File: config.mk
export PLATFORM = sky130hd
export DESIGN_NAME = spi_write_sequencer
export DESIGN_NICKNAME = d
export VERILOG_FILES = /design/src/rtl/spi_write_sequencer.sv
export SDC_FILE = /design/constraint.sdc
export NUM_CORES = 1
export LEC_CHECK = 0
export CORE_MARGIN = 2
export CORE_UTILIZATION = 35
export DETAILED_ROUTE_END_ITERATION = 12
export PLACE_DENSITY_LB_ADDON = 0.05
export SLEW_MARGIN = 20
export SYNTH_ARGS = -nofsm -noshare
export SYNTH_HDL_FRONTEND = slang
export SYNTH_SLANG_ARGS = --single-unit
File: constraint.sdc
create_clock -name clk -period 2.1 [get_ports clk]
set_clock_uncertainty 0.1 [all_clocks]
set_input_delay 0.315 -clock clk [delete_from_list [all_inputs] [get_ports clk]]
set_output_delay 0.315 -clock clk [all_outputs]
set_load 0.02 [all_outputs]
File: src/rtl/spi_write_sequencer.sv
// Two-requester round-robin SPI write sequencer: each accepted (addr, data) request
// is sent as a 16-bit mode-0 frame {1'b1, addr[6:0], data[7:0]}, MSB first.
module spi_write_sequencer #(
    parameter int CLK_DIV    = 4,
    parameter int MAX_ADDR   = 4,
    parameter int GAP_CYCLES = 8
) (
    input  logic        clk,
    input  logic        rst,
    input  logic [1:0]  req_valid,
    output logic [1:0]  req_ready,
    input  logic [13:0] req_addr,
    input  logic [15:0] req_data,
    output logic        sclk,
    output logic        cs_n,
    output logic        copi,
    output logic        busy,
    output logic        done,
    output logic        err_addr
);

    localparam int             GW         = (GAP_CYCLES > 1) ? $clog2(GAP_CYCLES) : 1;
    localparam logic [7:0]     DIV_LAST   = 8'(CLK_DIV - 1);
    localparam logic [GW-1:0]  GAP_LAST   = GW'(GAP_CYCLES - 1);
    localparam logic [6:0]     MAX_ADDR_L = 7'(MAX_ADDR);

    typedef enum logic [1:0] {IDLE, SHIFT, HOLD, GAP} state_t;

    state_t        state_q, state_d;
    logic [7:0]    div_q, div_d;
    logic [3:0]    bit_q, bit_d;
    logic [GW-1:0] gap_q, gap_d;
    logic [15:0]   frame_q, frame_d;
    logic          last_grant_q, last_grant_d;
    logic          sclk_d, cs_n_d, copi_d, done_d, err_d;
    logic [1:0]    grant;
    logic          sel;
    logic [6:0]    sel_addr;
    logic [7:0]    sel_data;

    // A requester wins outright when alone; on a tie the one not granted last time wins.
    assign grant[0] = req_valid[0] & (~req_valid[1] | last_grant_q);
    assign grant[1] = req_valid[1] & (~req_valid[0] | ~last_grant_q);

    // The error-pulse cycle blocks accepts so a rejected request costs two cycles.
    assign req_ready = (!rst && state_q == IDLE && !err_addr) ? grant : 2'b00;
    assign busy      = (state_q != IDLE);

    assign sel      = req_ready[1];
    assign sel_addr = sel ? req_addr[13:7] : req_addr[6:0];
    assign sel_data = sel ? req_data[15:8] : req_data[7:0];

    // NOTE: every variable gets a default before the case so no latch is inferred.
    always_comb begin
        state_d      = state_q;
        div_d        = div_q;
        bit_d        = bit_q;
        gap_d        = gap_q;
        frame_d      = frame_q;
        last_grant_d = last_grant_q;
        sclk_d       = sclk;
        cs_n_d       = cs_n;
        copi_d       = copi;
        done_d       = 1'b0;
        err_d        = 1'b0;

        case (state_q)
            IDLE: begin
                if (|req_ready) begin
                    last_grant_d = sel;
                    frame_d      = {1'b1, sel_addr, sel_data};
                    if (sel_addr > MAX_ADDR_L) begin
                        err_d = 1'b1;
                    end else begin
                        state_d = SHIFT;
                        cs_n_d  = 1'b0;
                        sclk_d  = 1'b0;
                        copi_d  = 1'b1;
                        div_d   = '0;
                        bit_d   = '0;
                    end
                end
            end
            SHIFT: begin
                if (div_q == DIV_LAST) begin
                    div_d = '0;
                    if (!sclk) begin
                        sclk_d = 1'b1;
                    end else begin
                        sclk_d = 1'b0;
                        if (bit_q == 4'd15) begin
                            state_d = HOLD;
                        end else begin
                            // frame_q[15] is always the bit on the wire; shift the next one up.
                            bit_d   = bit_q + 4'd1;
                            frame_d = {frame_q[14:0], 1'b0};
                            copi_d  = frame_q[14];
                        end
                    end
                end else begin
                    div_d = div_q + 8'd1;
                end
            end
            HOLD: begin
                if (div_q == DIV_LAST) begin
                    state_d = GAP;
                    cs_n_d  = 1'b1;
                    copi_d  = 1'b0;
                    done_d  = 1'b1;
                    gap_d   = '0;
                end else begin
                    div_d = div_q + 8'd1;
                end
            end
            GAP: begin
                if (gap_q == GAP_LAST) begin
                    state_d = IDLE;
                end else begin
                    gap_d = gap_q + 1'b1;
                end
            end
            default: state_d = IDLE;
        endcase
    end

    // NOTE: sequential state uses non-blocking assignments so all registers update together.
    always_ff @(posedge clk) begin
        if (rst) begin
            state_q      <= IDLE;
            div_q        <= '0;
            bit_q        <= '0;
            gap_q        <= '0;
            last_grant_q <= 1'b1;
            sclk         <= 1'b0;
            cs_n         <= 1'b1;
            copi         <= 1'b0;
            done         <= 1'b0;
            err_addr     <= 1'b0;
        end else begin
            state_q      <= state_d;
            div_q        <= div_d;
            bit_q        <= bit_d;
            gap_q        <= gap_d;
            last_grant_q <= last_grant_d;
            sclk         <= sclk_d;
            cs_n         <= cs_n_d;
            copi         <= copi_d;
            done         <= done_d;
            err_addr     <= err_d;
        end
    end

    // NOTE: the frame is a data register reloaded on every accept, so it carries no reset.
    always_ff @(posedge clk) begin
        frame_q <= frame_d;
    end

endmodule

# Word-level counts from Yosys, hierarchy flattened
# Cells that the tools add are included.
# totals
register_bits,38
input_bits,34
out_inout_bits,8
wordCells,109
# op_classes
add_sub_neg,3
magnitude_cmp,1
n_eq_ne,16
n_mux,46
bitwise,10
reduce_logical,22
# ops
cell,n
15-bit two-way mux,4
8-bit two-way mux,5
15-bit one-hot mux with 2 select lines,1
8-bit one-hot mux with 3 select lines,1
4-bit two-way mux,5
"2-bit inequality test, second input constant",9
2-bit two-way mux,8
7-bit AND reduction,2
1-bit two-way mux,13
4-bit AND reduction,3
"8-bit by 1-bit adder with 8-bit output, second input constant",1
"8-bit by 2-bit == test with 1-bit output, second input constant",1
2-bit one-hot mux with 4 select lines,1
4-bit one-hot mux with 2 select lines,1
2-bit nonzero test,4
"7-bit by 3-bit > comparator with 1-bit output, second input constant",1
7-bit two-way mux,1
3-bit two-way mux,2
1-bit NOT,6
3-bit one-hot mux with 2 select lines,1
6-bit AND reduction,1
5-bit AND reduction,1
"4-bit by 1-bit adder with 4-bit output, second input constant",1
"2-bit == test, second input constant",2
17 further kinds,23

# Longest topological paths before layout
# depth
ltp_word,9
ltp_mapped,8
mapped_depth_nobuf,8

# Worst setup path after synthesis
# Ideal clock, no wire load.
# synth_path
kind,register to register
from,register state_q[0]
to,register div_q[7]
setup_ns,0.117
arrival_time_ns,2.063
t_required_ns,1.883
setup_slack_ns,-0.181
path_stages_with_launch,9
path_buffers,1
period_less_slack_ns,2.281
cell_sequence,dfxtp_1 inv_1 ha_1 nor3b_2 and4_1 o21ai_2 buf_6 a221o_1 a32o_1
# synth_via
elab_chain_len,8
word_cells_on_any_way,15
cone_classes,1 x order compare; 5 x eq/ne; 3 x mux; 6 x reduce/logical
# synth_lines
item,line,source
"start, declared",29,"state_t state_q, state_d;"
"start signal, assigned",140,state_q <= state_d;
2-bit zero test,"46, 67",
1-bit logical AND (2 in a row),46,assign req_ready = (!rst && state_q == IDLE && !err_addr) ? grant : 2'b00;
2-bit two-way mux,46,
7-bit two-way mux,50,assign sel_addr = sel ? req_addr[13:7] : req_addr[6:0];
7-bit by 3-bit > comparator with 1-bit output,72,if (sel_addr > MAX_ADDR_L) begin
2-bit inequality test (no line),--,
4-bit AND reduction (no line),--,
"end signal, assigned",141,div_q <= div_d;
"end, declared",30,"logic [7:0] div_q, div_d;"
# Several ways; a longest one is shown, not always the timed one.
# A chain may end at the register's enable or synchronous reset.

# Worst setup path in the final report
# layout_path
from,register div_q[3]
to,register div_q[2]
# layout_via
elab_chain_len,3
word_cells_on_any_way,5
cone_classes,2 x eq/ne; 2 x mux; 1 x reduce/logical
# layout_lines
item,line
8-bit by 2-bit == test with 1-bit output (*),"85, 105"
8-bit two-way mux or 2-bit inequality test (tied branches),--
8-bit one-hot mux with 3 select lines or 4-bit AND reduction (tied branches),--
# Every way passes the cells marked *; elsewhere a longest branch is shown, timed or not.

==> metrics <==
Remaining Overflow, GRT=0; Hold Path Stages=2; commonest non-fill, non-tap cell in the layout=buf_4; placed cell area=3070 sq um; Final Net Count=373; H-tree levels=2; DR iter-0 viols=82; Placer Congestion=0.796; Layout area overhead=49.4%; TNS Setup=0 ns; Synth Instances=246; Storage cell area=917 sq um; pre-CTS setup slack=-0.497 ns; Max transition margin=68.9%; adder-cell share of the synthesized area=5.03%; worst hold endpoint=copi; clk slew on worst S/H paths=0.08 ns; Distinct cells, synth=52; Die H=84.0 um; Port Buf Inserts=41; Die X=84.0 um; Pleak=1.32 nW; CP max stage cell=or4_4; global-route wire length before repair=9830 um; # setup viols final=0; outcome=completed; startpoint types=register; R2R Path End=div_q[2]; Buf+Inv Stages, Crit Path=1; flop-to-flop setup slack=0.05 ns; largest delay contributor family on the critical path=simple AND/OR/NAND/NOR gates; CP Max Fanout=6; min-delay src=copi; Syn Std Cell Area=2240 sq um; CTS tree=built; # rows=29; FILL cells=620; RR Startpoint=div_q[3]; CP arrival=2.14 ns; largest net degree at the start of global routing=33; Max-Cap Viols=0; post-route antenna net violation count=0; Post-DP HPWL=4410 um; Cell Chain, Critical Path=or4_4 -> nor3_4 -> o21ai_1 -> buf_4 -> a221o_1 -> a32o_1; worst hold path type=register to register; VDD IR max=0.000661 V; Top Ports=42; # diodes=0; Post-synth top flop=dfxtp_1; drc violations=0; Synth Register Bits=38; 1st-pass router iterations=4; post-layout min period=2.05 ns; drt wl/cell=14.9 um; CTS Hold Bufs=0; FMAX=488 MHz; Req. time, crit path=2.19 ns; Syn Area/Cell=9.10 sq um; RSZ-0062 raised after global routing=yes; post-synthesis mux area share=8.04%; Vias=2,152; Compound-Gate Fraction of Synth Area=23.2%; Vias/cell=5.27; final setup margin=0.0520 ns; Design Area, Final=3350 sq um; number of global-route vias before repair=2,022; Mapped Nets=289; GRT Util Overall=17.4%; clock latency on the worst-skew pair=0.30 ns; critical path class=register to register; die area=7060 sq um; layout cell share with drive strength beyond 1=27.5%; multi-input logic area=1400 sq um; worst r2r path cells=6; clock sinks=38; Synth Warn #=0; period utilization=97.5%; Worst setup EP type=register; Post-synth ARST share=0%; Max Slew Vio Count=0; xor and xnor area share after synthesis=0%; largest family of logic cells by synthesized area=compound AO/OA/AOI/OAI gates; CTS Buf Count=5; register area share after synthesis=40.7%; Worst path max stage delay=0.57 ns; Overall Power=3.16 mW; routed wire length=6090 um; Post-synth EDFFs=15; Clock Path Buffers=2; final hold vios=0; simple-gate share of the synthesized area=19.2%; CORE AREA=6280 sq um; Worst-Margin Slew=0.463 ns; initial antenna violation count=0; root cell of the clock tree=clkbuf_8; commonest non-fill, non-tap cells in the layout=buf_4, nand2_1, clkdlybuf4s50_1; PD cells=945 nW/um^2; Initial Utilization=35.7%
[metal layers]
layer | wire (um) | part of all wire, % | vias up | global-route usage, %
met4 | 74 | 1.2 | 0 | 5.57
met5 | 0 | 0 | - | 0
met1 | 3120 | 51 | 1022 | 24.8
met2 | 2770 | 45 | 25 | 26.3
met3 | 138 | 2.3 | 8 | 3.56
li1 | - | - | 1097 | -
[cell usage after synthesis, drive strengths merged (2+ instances only)]
library cell / instances / area, sq um
nor4: 3 / 18.8
buf: 2 / 16.3
nand2: 39 / 146
o211ai: 2 / 15.0
a221oi: 4 / 35.0
a221o: 2 / 20.0
a32o: 2 / 20.0
dfxtp: 23 / 460
o21ai: 27 / 139
o2bb2ai: 7 / 61.3
nand3b: 2 / 15.0
ha: 9 / 113
mux2i: 18 / 180
nor3: 10 / 50.1
edfxtp: 15 / 450
and3: 2 / 12.5
o41ai: 2 / 17.5
or4: 3 / 26.3
nand3: 6 / 30.0
a21oi: 10 / 53.8
or3: 3 / 18.8
nor2: 10 / 37.5
a211oi: 4 / 47.5
inv: 11 / 41.3
o21a: 2 / 15.0
nand2b: 2 / 12.5
a222oi: 2 / 20.0
or2: 2 / 12.5
clkbuf: 8 / 30.0
[cells by family (layout without fill, tap and decap cells)]
family,after synthesis,count (layout)
compound gates,73,73
fa+ha+maj,9,9
flops,38,38
mux,18,18
simple gates,87,87
buf+inv,21,106
[timing repair]
item	4_1_cts	5_1_grt
pin swaps	7	17
endpoints found under the setup margin	17	32
gates resized for setup	14	31
buffers inserted	2	1
[layout make-up]
cell class / count / share of cell area, %
well taps: 77 / 2.88
repair buffers: 87 / 23.1
clock inverters: 3 / 1.35
multi-input cells: 187 / 41.9
clock buffers: 5 / 2.06
inverters: 11 / 1.23
flip-flops and latches: 38 / 27.4
[tightest hold or removal path: cells and delay by family (launching register included)]
family,cells,cell delay (ns)
AND/OR/NAND/NOR,1,0.05
multiplexers,1,0.06
flip-flops,1,0.31
[registers in the layout (all words and copies together), names as in the netlist]
name	cells
bit_q	4
copi	1
cs_n	1
div_q	8
done	1
err_addr	1
frame_q	15
gap_q	3
last_grant_q	1
sclk	1
state_q	2
[through the flow]
step                      hold WS, ns  utilization [%]  cells
after CTS                       0.382             51.1    408
after global routing            0.427             53.3    408
after detailed placement        0.365             49.0    398
after floorplan                 0.352                -    246
after global placement          0.345             49.0    398
final                           0.378             53.3    408
[power by group]
group | switching (mW) | leakage [nW] | internal [mW]
clock network | 0.291 | 0.0504 | 0.354
logic | 0.754 | 0.937 | 0.654
registers | 0.0682 | 0.331 | 1.04
[how the worst max path moves through the flow]
stage                            from  endpoint  slack [ns]  cells past startpoint
after floorplan            state_q[0]  div_q[7]       -0.02                      8
after global placement    req_addr[5]  div_q[7]       -0.47                      6
after detailed placement  req_addr[5]  div_q[2]       -0.50                      6
after CTS                 req_addr[4]  div_q[1]       0.006                      7
after global routing       state_q[1]  div_q[6]       -0.04                      8
final                        div_q[3]  div_q[2]        0.05                      6
Power figures use the tool's default switching activity.
